`config.mk`:
```
export PLATFORM = sky130hd
export DESIGN_NAME = stats_cmd_arbiter
export DESIGN_NICKNAME = d
export VERILOG_FILES = /design/src/rtl/stats_cmd_arbiter.sv
export SDC_FILE = /design/constraint.sdc
export NUM_CORES = 1
export LEC_CHECK = 0
export ABC_AREA = 1
export BUFFER_PORTS_ARGS = -buffer_cell sky130_fd_sc_hd__buf_2
export CELL_PAD_IN_SITES_DETAIL_PLACEMENT = 0
export CELL_PAD_IN_SITES_GLOBAL_PLACEMENT = 1
export CORE_UTILIZATION = 48
export DETAILED_ROUTE_END_ITERATION = 8
export PLACE_DENSITY = 0.83
export SYNTH_ARGS = -nofsm -noshare
export SYNTH_HDL_FRONTEND = slang
export SYNTH_SLANG_ARGS = --single-unit
```
`constraint.sdc`:
```
create_clock -name clk -period 5.25 [get_ports clk]
set_clock_uncertainty 0.2 [all_clocks]
set_input_delay 0.525 -clock clk [delete_from_list [all_inputs] [get_ports clk]]
set_output_delay 0.525 -clock clk [all_outputs]
set_load 0.03 [all_outputs]
```
`src/rtl/stats_cmd_arbiter.sv`:
```
// stats_cmd_arbiter: merges decoded UART commands and button requests into a
// small command FIFO, presents them to the stats datapath with a one-cycle gap
// between commands, and generates the periodic stat-decay tick.
module stats_cmd_arbiter #(
    parameter int unsigned TICK_DIV = 27000000,
    parameter int unsigned DEPTH    = 4
) (
    input  logic                   clk,
    input  logic                   reset_n,
    input  logic [7:0]             uart_data,
    input  logic                   uart_valid,
    output logic                   uart_ready,
    input  logic [2:0]             btn_pulse,
    output logic                   cmd_valid,
    output logic [2:0]             cmd_code,
    input  logic                   cmd_ready,
    output logic                   decay_tick,
    output logic [$clog2(DEPTH):0] fifo_level,
    output logic [7:0]             drop_count
);

    localparam int unsigned AW = $clog2(DEPTH);
    localparam int unsigned LW = AW + 1;
    localparam int unsigned CW = (TICK_DIV > 1) ? $clog2(TICK_DIV) : 1;

    localparam logic [2:0] CMD_NONE  = 3'd0;
    localparam logic [2:0] CMD_FEED  = 3'd1;
    localparam logic [2:0] CMD_PLAY  = 3'd2;
    localparam logic [2:0] CMD_CLEAN = 3'd3;
    localparam logic [2:0] CMD_SLEEP = 3'd4;

    typedef enum logic [1:0] {
        S_IDLE,
        S_PRESENT,
        S_GAP
    } state_t;

    // UART side
    logic          hold_valid_q, hold_valid_d;
    logic [2:0]    hold_code_q, hold_code_d;
    logic          uart_acc;
    logic          dec_valid;
    logic [2:0]    dec_code;
    logic          uart_req;
    logic [2:0]    uart_req_code;

    // Button side
    logic [2:0]    pend_q, pend_d;
    logic [2:0]    btn_sel;
    logic [2:0]    btn_code;
    logic [2:0]    pend_clr;
    logic          btn_req;
    logic [1:0]    drop_inc;
    logic [8:0]    drop_sum;
    logic [7:0]    drop_count_d;

    // Arbitration
    logic          rr_uart_q;
    logic          enq_ok;
    logic          grant_uart;
    logic          grant_btn;
    logic          enq;
    logic [2:0]    enq_code;

    // FIFO
    logic [2:0]    mem [DEPTH];
    logic [AW-1:0] wr_ptr_q;
    logic [AW-1:0] rd_ptr_q;
    logic [LW-1:0] level_d;
    logic          fifo_empty;
    logic          fifo_full;
    logic          deq;

    // Output FSM
    state_t        state_q, state_d;
    logic          cmd_valid_d;
    logic [2:0]    cmd_code_d;

    // Decay tick
    logic [CW-1:0] tick_cnt_q, tick_cnt_d;

    // Decode an accepted UART byte into a command code
    always_comb begin
        dec_valid = 1'b1;
        dec_code  = CMD_NONE;
        unique case (uart_data)
            8'h65:   dec_code = CMD_FEED;
            8'h70:   dec_code = CMD_PLAY;
            8'h63:   dec_code = CMD_CLEAN;
            8'h7A:   dec_code = CMD_SLEEP;
            default: dec_valid = 1'b0;
        endcase
    end

    assign uart_acc      = uart_valid && uart_ready;
    assign uart_req      = hold_valid_q || (uart_acc && dec_valid);
    assign uart_req_code = hold_valid_q ? hold_code_q : dec_code;

    // Lowest pending button wins within the button source
    always_comb begin
        btn_sel  = 3'b000;
        btn_code = CMD_NONE;
        if (pend_q[0]) begin
            btn_sel  = 3'b001;
            btn_code = CMD_FEED;
        end else if (pend_q[1]) begin
            btn_sel  = 3'b010;
            btn_code = CMD_PLAY;
        end else if (pend_q[2]) begin
            btn_sel  = 3'b100;
            btn_code = CMD_CLEAN;
        end
    end

    assign btn_req = |pend_q;

    // A slot frees up in the same cycle the head is handed off
    assign fifo_empty = (fifo_level == '0);
    assign fifo_full  = (fifo_level == LW'(DEPTH));
    assign deq        = (state_q == S_PRESENT) && cmd_ready;
    assign enq_ok     = !fifo_full || deq;

    // Round-robin source grant; rr_uart_q set means UART has priority next
    assign grant_uart = enq_ok && uart_req && (!btn_req || rr_uart_q);
    assign grant_btn  = enq_ok && btn_req && !grant_uart;
    assign enq        = grant_uart || grant_btn;
    assign enq_code   = grant_uart ? uart_req_code : btn_code;
    assign pend_clr   = grant_btn ? btn_sel : 3'b000;

    // Holding register: bypassed when the fresh UART command is granted at once
    always_comb begin
        hold_valid_d = hold_valid_q;
        hold_code_d  = hold_code_q;
        if (grant_uart) begin
            hold_valid_d = 1'b0;
        end else if (uart_acc && dec_valid) begin
            hold_valid_d = 1'b1;
            hold_code_d  = dec_code;
        end
    end

    // Sticky pending bits and saturating drop counter
    always_comb begin
        pend_d   = (pend_q & ~pend_clr) | btn_pulse;
        drop_inc = 2'd0;
        for (int i = 0; i < 3; i++) begin
            if (btn_pulse[i] && pend_q[i] && !pend_clr[i]) begin
                drop_inc = drop_inc + 2'd1;
            end
        end
        drop_sum     = {1'b0, drop_count} + {7'd0, drop_inc};
        drop_count_d = drop_sum[8] ? 8'hFF : drop_sum[7:0];
    end

    // Source-side state registers
    always_ff @(posedge clk or negedge reset_n) begin
        if (!reset_n) begin
            hold_valid_q <= 1'b0;
            hold_code_q  <= CMD_NONE;
            uart_ready   <= 1'b1;
            pend_q       <= 3'b000;
            drop_count   <= 8'd0;
            rr_uart_q    <= 1'b1;
        end else begin
            hold_valid_q <= hold_valid_d;
            hold_code_q  <= hold_code_d;
            uart_ready   <= !hold_valid_d;
            pend_q       <= pend_d;
            drop_count   <= drop_count_d;
            if (grant_uart) begin
                rr_uart_q <= 1'b0;
            end else if (grant_btn) begin
                rr_uart_q <= 1'b1;
            end
        end
    end

    // FIFO occupancy after this cycle's enqueue/dequeue pair
    always_comb begin
        unique case ({enq, deq})
            2'b10:   level_d = fifo_level + LW'(1);
            2'b01:   level_d = fifo_level - LW'(1);
            default: level_d = fifo_level;
        endcase
    end

    // FIFO storage
    always_ff @(posedge clk) begin
        if (enq) begin
            mem[wr_ptr_q] <= enq_code;
        end
    end

    // FIFO pointers and level
    always_ff @(posedge clk or negedge reset_n) begin
        if (!reset_n) begin
            wr_ptr_q   <= '0;
            rd_ptr_q   <= '0;
            fifo_level <= '0;
        end else begin
            if (enq) begin
                wr_ptr_q <= wr_ptr_q + AW'(1);
            end
            if (deq) begin
                rd_ptr_q <= rd_ptr_q + AW'(1);
            end
            fifo_level <= level_d;
        end
    end

    // Output FSM next-state and registered command outputs
    always_comb begin
        state_d     = state_q;
        cmd_valid_d = 1'b0;
        cmd_code_d  = cmd_code;
        unique case (state_q)
            S_IDLE: begin
                if (!fifo_empty) begin
                    state_d     = S_PRESENT;
                    cmd_valid_d = 1'b1;
                    cmd_code_d  = mem[rd_ptr_q];
                end
            end
            S_PRESENT: begin
                cmd_valid_d = 1'b1;
                if (cmd_ready) begin
                    state_d     = S_GAP;
                    cmd_valid_d = 1'b0;
                end
            end
            S_GAP: begin
                if (!fifo_empty) begin
                    state_d     = S_PRESENT;
                    cmd_valid_d = 1'b1;
                    cmd_code_d  = mem[rd_ptr_q];
                end else begin
                    state_d = S_IDLE;
                end
            end
            default: state_d = S_IDLE;
        endcase
    end

    // Output FSM state register
    always_ff @(posedge clk or negedge reset_n) begin
        if (!reset_n) begin
            state_q   <= S_IDLE;
            cmd_valid <= 1'b0;
            cmd_code  <= CMD_NONE;
        end else begin
            state_q   <= state_d;
            cmd_valid <= cmd_valid_d;
            cmd_code  <= cmd_code_d;
        end
    end

    // Free-running decay tick counter
    always_comb begin
        tick_cnt_d = (tick_cnt_q == CW'(TICK_DIV - 1)) ? '0 : tick_cnt_q + CW'(1);
    end

    // Tick pulse is registered alongside the count it marks
    always_ff @(posedge clk or negedge reset_n) begin
        if (!reset_n) begin
            tick_cnt_q <= '0;
            decay_tick <= 1'b0;
        end else begin
            tick_cnt_q <= tick_cnt_d;
            decay_tick <= (tick_cnt_d == CW'(TICK_DIV - 1));
        end
    end

endmodule

```
======== Yosys cells after proc, flatten, opt, wreduce, memory -nomap -nowiden ========
Memories as Yosys holds them, arrays and structs flattened. A register that Yosys moved wholly into a read port is not among the register bits.
Index checks and enable logic that the tools add are counted.
W data, S select, Z words.
word-level totals
  register bits after elaboration ......... 53
  memory bits (writable) .................. 12
  input bits .............................. 15
  output and inout bits ................... 17
  word-level logic and storage cells ...... 105
  memories kept ........................... 1
cells by class
  add/subtract/negate cells ............... 8
  equal/unequal tests ..................... 13
  multiplexer cells ....................... 30
  bitwise gates (word level) .............. 5
  reductions and logical operators ........ 35
memories
  name  words  width  rd ports  clocked after memory_dff  wr ports  line  text
  mem   4      3      1         1                         1         66    logic [2:0] mem [DEPTH];
operators with widths
  cell                     number
  $eq A25 B25 Y1 const B   2
  $eq A8 B7 Y1 const B     4
  $add A25 B1 Y25 const B  1
  $mux W25                 1
  $mux W3                  6
  $mux W2                  7
  $logic_and A1 B1 Y1      13
  $pmux W3 S4              1
  $mux W1                  11
  $add A8 B2 Y9            1
  $add A2 B1 Y2 const B    4
  $logic_not A1 Y1         8
  $mux W8                  1
  $pmux W2 S3              1
  $pmux W3 S2              1
  $reduce_and A2 Y1        3
  $eq A2 B1 Y1 const B     2
  $eq A2 B2 Y1 const B     2
  $logic_or A1 B1 Y1       4
  $ne A2 B2 Y1 const B     2
  $reduce_bool A2 Y1       2
  $reduce_or A4 Y1         1
  $add A3 B1 Y3 const B    1
  $and A3 B3 Y3            1
  10 further kinds         11

======== Logic depth before layout (Yosys ltp) ========
  depth in word-level cells ............... 19
  mapped depth ............................ 23
  gate-level depth less buffers ........... 23

======== Worst setup path before layout ========
No wires, ideal clock.
  path kind ............................... register to register
  start point ............................. reg fifo_level[2]
  end point ............................... reg drop_count[5]
  setup time .............................. 0.135 ns
  arrival time ............................ 2.965 ns
  required time ........................... 4.915 ns
  slack ................................... 1.950 ns
  cell stages (with the launch flop) ...... 20
  buffers on the path ..................... 0
  clock period less this slack ............ 3.300 ns
  path through ............................ dfrtp_1 > inv_1 > nor4_1 > a21oi_1 > nand2_2 > nand4_1 > nand3_1 > inv_1 > ha_1 > nand3b_1 > nand2_1 > ha_1 > fa_1 > nand2_1 > nor2_1 > inv_1 > nor2_1 > nand2_1 > a21boi_0 > o21ai_0
between the ends
  word-level cells in the longest chain between the ends .. 17
  elaborated cells between the ends (all ways) .. 22
  classes of those cells .................. add/sub: 3; eq/ne: 1; mux: 5; reduce/logical: 13
ends and longest elaborated chain
  item                               line  text
  start: declaration                 18    output logic [$clog2(DEPTH):0] fifo_level,
  start signal: assignment           207   fifo_level <= level_d;
  $eq A3 B3 Y1 (*)                   119   assign fifo_full = (fifo_level == LW'(DEPTH));
  $logic_not A1 Y1 (*)               121   assign enq_ok = !fifo_full || deq;
  $logic_or A1 B1 Y1 (*)             121
  $logic_and A1 B1 Y1 (2 in series)  124   assign grant_uart = enq_ok && uart_req && (!btn_req || rr_uart_q);
  $logic_not A1 Y1                   125   assign grant_btn = enq_ok && btn_req && !grant_uart;
  $logic_and A1 B1 Y1 (*)            125
  $mux W3 (*)                        128   assign pend_clr = grant_btn ? btn_sel : 3'b000;
  $logic_not A1 Y1                   147   if (btn_pulse[i] && pend_q[i] && !pend_clr[i]) begin
  $logic_and A1 B1 Y1                147
  $mux W1                            147
  $add A2 B1 Y2                      148   drop_inc = drop_inc + 2'd1;
  $mux W2                            147
  $add A2 B1 Y2                      148
  $mux W2 (*)                        147
  $add A8 B2 Y9 (*)                  151   drop_sum = {1'b0, drop_count} + {7'd0, drop_inc};
  $mux W8 (*)                        152   drop_count_d = drop_sum[8] ? 8'hFF : drop_sum[7:0];
  via drop_count_d[5]                55    logic [7:0] drop_count_d;
  end signal: assignment             169   drop_count <= drop_count_d;
  end: declaration                   19    output logic [7:0] drop_count
Mark *: on every way through the listed nets, which the timed path passes. The rest lies on a longest branch.
A chain may end at the register's enable or synchronous reset.

======== Worst setup path after layout ========
  start point ............................. reg state_q[0]
  end point ............................... reg drop_count[5]
between the ends
  word-level cells in the longest chain between the ends .. 17
  elaborated cells between the ends (all ways) .. 22
  classes of those cells .................. add/sub: 3; eq/ne: 1; mux: 5; reduce/logical: 13
ends and longest elaborated chain
  item                               line  text
  start: declaration                 75    state_t state_q, state_d;
  start signal: assignment           251   state_q <= state_d;
  $eq A2 B1 Y1 (*)                   120   assign deq = (state_q == S_PRESENT) && cmd_ready;
  $logic_and A1 B1 Y1 (*)            120
  via deq                            72    logic deq;
  $logic_or A1 B1 Y1 (*)             121
  $logic_and A1 B1 Y1 (2 in series)  124
  $logic_not A1 Y1                   125
  $logic_and A1 B1 Y1 (*)            125
  $mux W3 (*)                        128
  [... 2 more ...]                   --
  $mux W1                            147
  $add A2 B1 Y2                      148
  $mux W2                            147
  $add A2 B1 Y2                      148
  $mux W2 (*)                        147
  $add A8 B2 Y9 (*)                  151
  $mux W8 (*)                        152
  via drop_count_d[5]                55
Marks and branches as above.

==> results.txt <==
Cell Count, Final, Fillers Out = 644
CTS clk-pin slew, worst paths = 0.08 ns
Worst slew margin = 51.8%
Ys Warns = 0
Worst Setup End Kind = flip-flop
area leader, netlist = dfrtp_1
top-area cell type share of the netlist area = 35.5%
syn_area_per_cell = 7.68 um2
CTS Buf Count = 9
cts hold-fix bufs = 0
initial antenna violation count = 0
nets = 564
fin crit share = 68.8%
Placer Congestion = 0.844
FILL cells = 734
WL met2 = 3640 um
ANT nets after route = 0
CP startpoint kind = flip-flop
residual DRC count = 0
post-CTS setup buffer count = 0
die area = 8280 um2
final setup violation count = 0
DRT Pass-1 Iters = 4
flop2flop setup slack = 1.64 ns
P&R area growth vs syn = 13.5%
crit-path max FO = 10
Die Y = 91.0 um
R2R cell count = 20
Synth area leaders = dfrtp_1, nand2_1, edfxtp_1, inv_1, nor2_1
WL met3 = 214 um
initial core utilization = 49.5%
routed wire length = 7710 um
type of the worst setup path = reg -> reg
DR vias = 3,053
Async SR Flop Fraction = 82.4%
Pleak = 2.14 nW
Yosys reg bits = 68
Final Hold Fails = 0
Peak Freq = 277 MHz
Cells after Synth = 495
Mapped Area = 3800 um2
via-per-instance ratio = 4.74
number of enable flip-flop cells after synthesis = 12
ys flop type = dfrtp_1
post-synthesis sequential area ratio = 46.4%
gr ovfl total = 0
vias in the first global route = 2,976
Metal-1 WL = 3740 um
highest routed layer = met4
RSZ-0062 raised after global routing = false
largest net degree at the start of global routing = 57
reg2reg end = drop_count[5]$_DFF_PN0_
maximum clock path buffer count = 2
Setup TNS = 0 ns
core footprint = 7690 um2
fin crit period = 3.61 ns
CTS Sinks = 68
syn_nets = 522
First DRT Iteration DRCs = 139
wire length of the first global-routing pass = 13,500 um
Netlist cell types = 32
crit path DAT = 3.62 ns
row count = 32
Hold Path Class = in -> async
CTS tree = done
Max rail drop VDD = 322 uV
Critical Path RT = 5.26 ns
PwrDens = 435 nW/um2
die width = 91.0 um
DPL Wire Length = 5930 um
Port Buffers = 31
Worst R2R Start = state_q[0]$_DFFE_PN0P_
wire per inst = 12.0 um
Max H-tree Level = 3
ant diodes = 0
number of placed I/O pins = 32
GRT Total Usage = 20.9%
status = complete, no violations
placed cell count = 628
Worst-Skew Late Latency = 0.34 ns
CTS root buf = clkbuf_8
layout cells sized above 1 = 15.1%
post_cts resized = 0
Tightest Pin Transition = 0.722 ns
Max Slew Vio Count = 0
Max-Cap Viols = 0
[registers in the layout (all words and copies together) (netlist names)]
register and flops:
rr_uart_q 1, decay_tick 1, pend_q 3, rd_ptr_q 2
cmd_valid 1, wr_ptr_q 2, tick_cnt_q 25, uart_ready 1
drop_count 8, cmd_code 3, hold_code_q 3, fifo_level 3
hold_valid_q 1, state_q 2, mem 12
[worst max path at each step]
stage                                          from                      end  slack, ns  cells past startpoint
final                        state_q[0]$_DFFE_PN0P_  drop_count[5]$_DFF_PN0_       1.64                     20
after global routing         state_q[0]$_DFFE_PN0P_  drop_count[5]$_DFF_PN0_       1.28                     20
after CTS                    state_q[0]$_DFFE_PN0P_  drop_count[5]$_DFF_PN0_       1.62                     20
after detailed placement                  cmd_ready  drop_count[5]$_DFF_PN0_       1.47                     21
after global placement                    cmd_ready  drop_count[5]$_DFF_PN0_       1.59                     21
after floorplan           fifo_level[2]$_DFFE_PN0P_  drop_count[5]$_DFF_PN0_       1.95                     19
[area by class of cell]
type                       count  area [um2]  share of cell area [%]
sequential                    68        1760                    40.9
multi-input combinational    340        1710                    39.7
inverter                      86         323                    7.48
clock buffer                  13         201                    4.67
timing repair buffer          32         163                    3.77
tap                          102         128                    2.96
clock inverter                 3        23.8                   0.551
[Yosys cell counts, drive strengths merged, types with 2 or more instances]
cell	n
nand2	125
nor2	95
inv	86
dfrtp	54
nand3	37
o21ai	21
edfxtp	12
ha	10
a21oi	9
nor3	9
xor2	9
a31oi	5
nand4	4
nand3b	3
dfstp	2
fa	2
o22ai	2
xnor2	2
[metal layers]
| metal | up-vias | track usage, % |
|---|---|---|
| met5 | - | 0 |
| met4 | 0 | 7.14 |
| met3 | 10 | 4.27 |
| met2 | 37 | 35.2 |
| met1 | 1371 | 26.7 |
| li1 | 1635 | - |
[critical path: stages (launching register included)]
cell	delay (ns)
dfrtp_1	0.41
nand2_1	0.15
nor2_2	0.08
nor4_1	0.33
a21oi_1	0.09
nand2_2	0.17
nand4_1	0.13
nand3_1	0.12
inv_1	0.05
ha_1	0.28
nand3b_1	0.10
nand2_1	0.06
ha_1	0.20
fa_1	0.39
nand2_1	0.11
nor2_1	0.05
inv_1	0.07
nor2_1	0.07
nand2_1	0.14
a21boi_0	0.18
o21ai_0	0.10
[cells by family after synthesis]
group,after synthesis,share of synthesized area (%)
flops,68,46.4
buf+inv,87,8.59
fa+ha+maj,12,4.34
xor+xnor,11,2.53
compound gates,42,6.18
simple gates,275,32.0
[cells in the final DEF (no fill, tap or decap), types with 10 or more instances in the layout]
| master | n |
|---|---|
| nand2_1 | 120 |
| o21ai_0 | 21 |
| nor2_1 | 78 |
| nand3_1 | 33 |
| nor2_2 | 13 |
| buf_2 | 31 |
| clkbuf_8 | 11 |
| ha_1 | 10 |
| dfrtp_1 | 54 |
| edfxtp_1 | 12 |
| inv_1 | 82 |
[per-stage QoR]
step / util, % / instance area (um2) / power (W) / hold slack, ns / setup slack, ns
final: 56.1 / 4320 / 0.00188 / 0.100 / 1.64
after global routing: 56.1 / 4320 / 0.00203 / 0.153 / 1.28
after CTS: 56.1 / 4320 / 0.00190 / 0.140 / 1.62
after detailed placement: 53.2 / 4090 / 0.00144 / 0.278 / 1.47
after global placement: 53.2 / 4090 / 0.00143 / 0.272 / 1.59
after floorplan: - / 3800 / 0.00126 / 0.0294 / 1.95
[where the power goes]
part           switching [W]  internal (W)  leakage [nW]  total, W
sequential         0.0000942      0.000699         0.815  0.000793
clock               0.000203      0.000256         0.108  0.000459
combinational       0.000422      0.000205          1.22  0.000627
total               0.000719       0.00116          2.14   0.00188
Note: power is estimated with default switching activity, not from simulation.
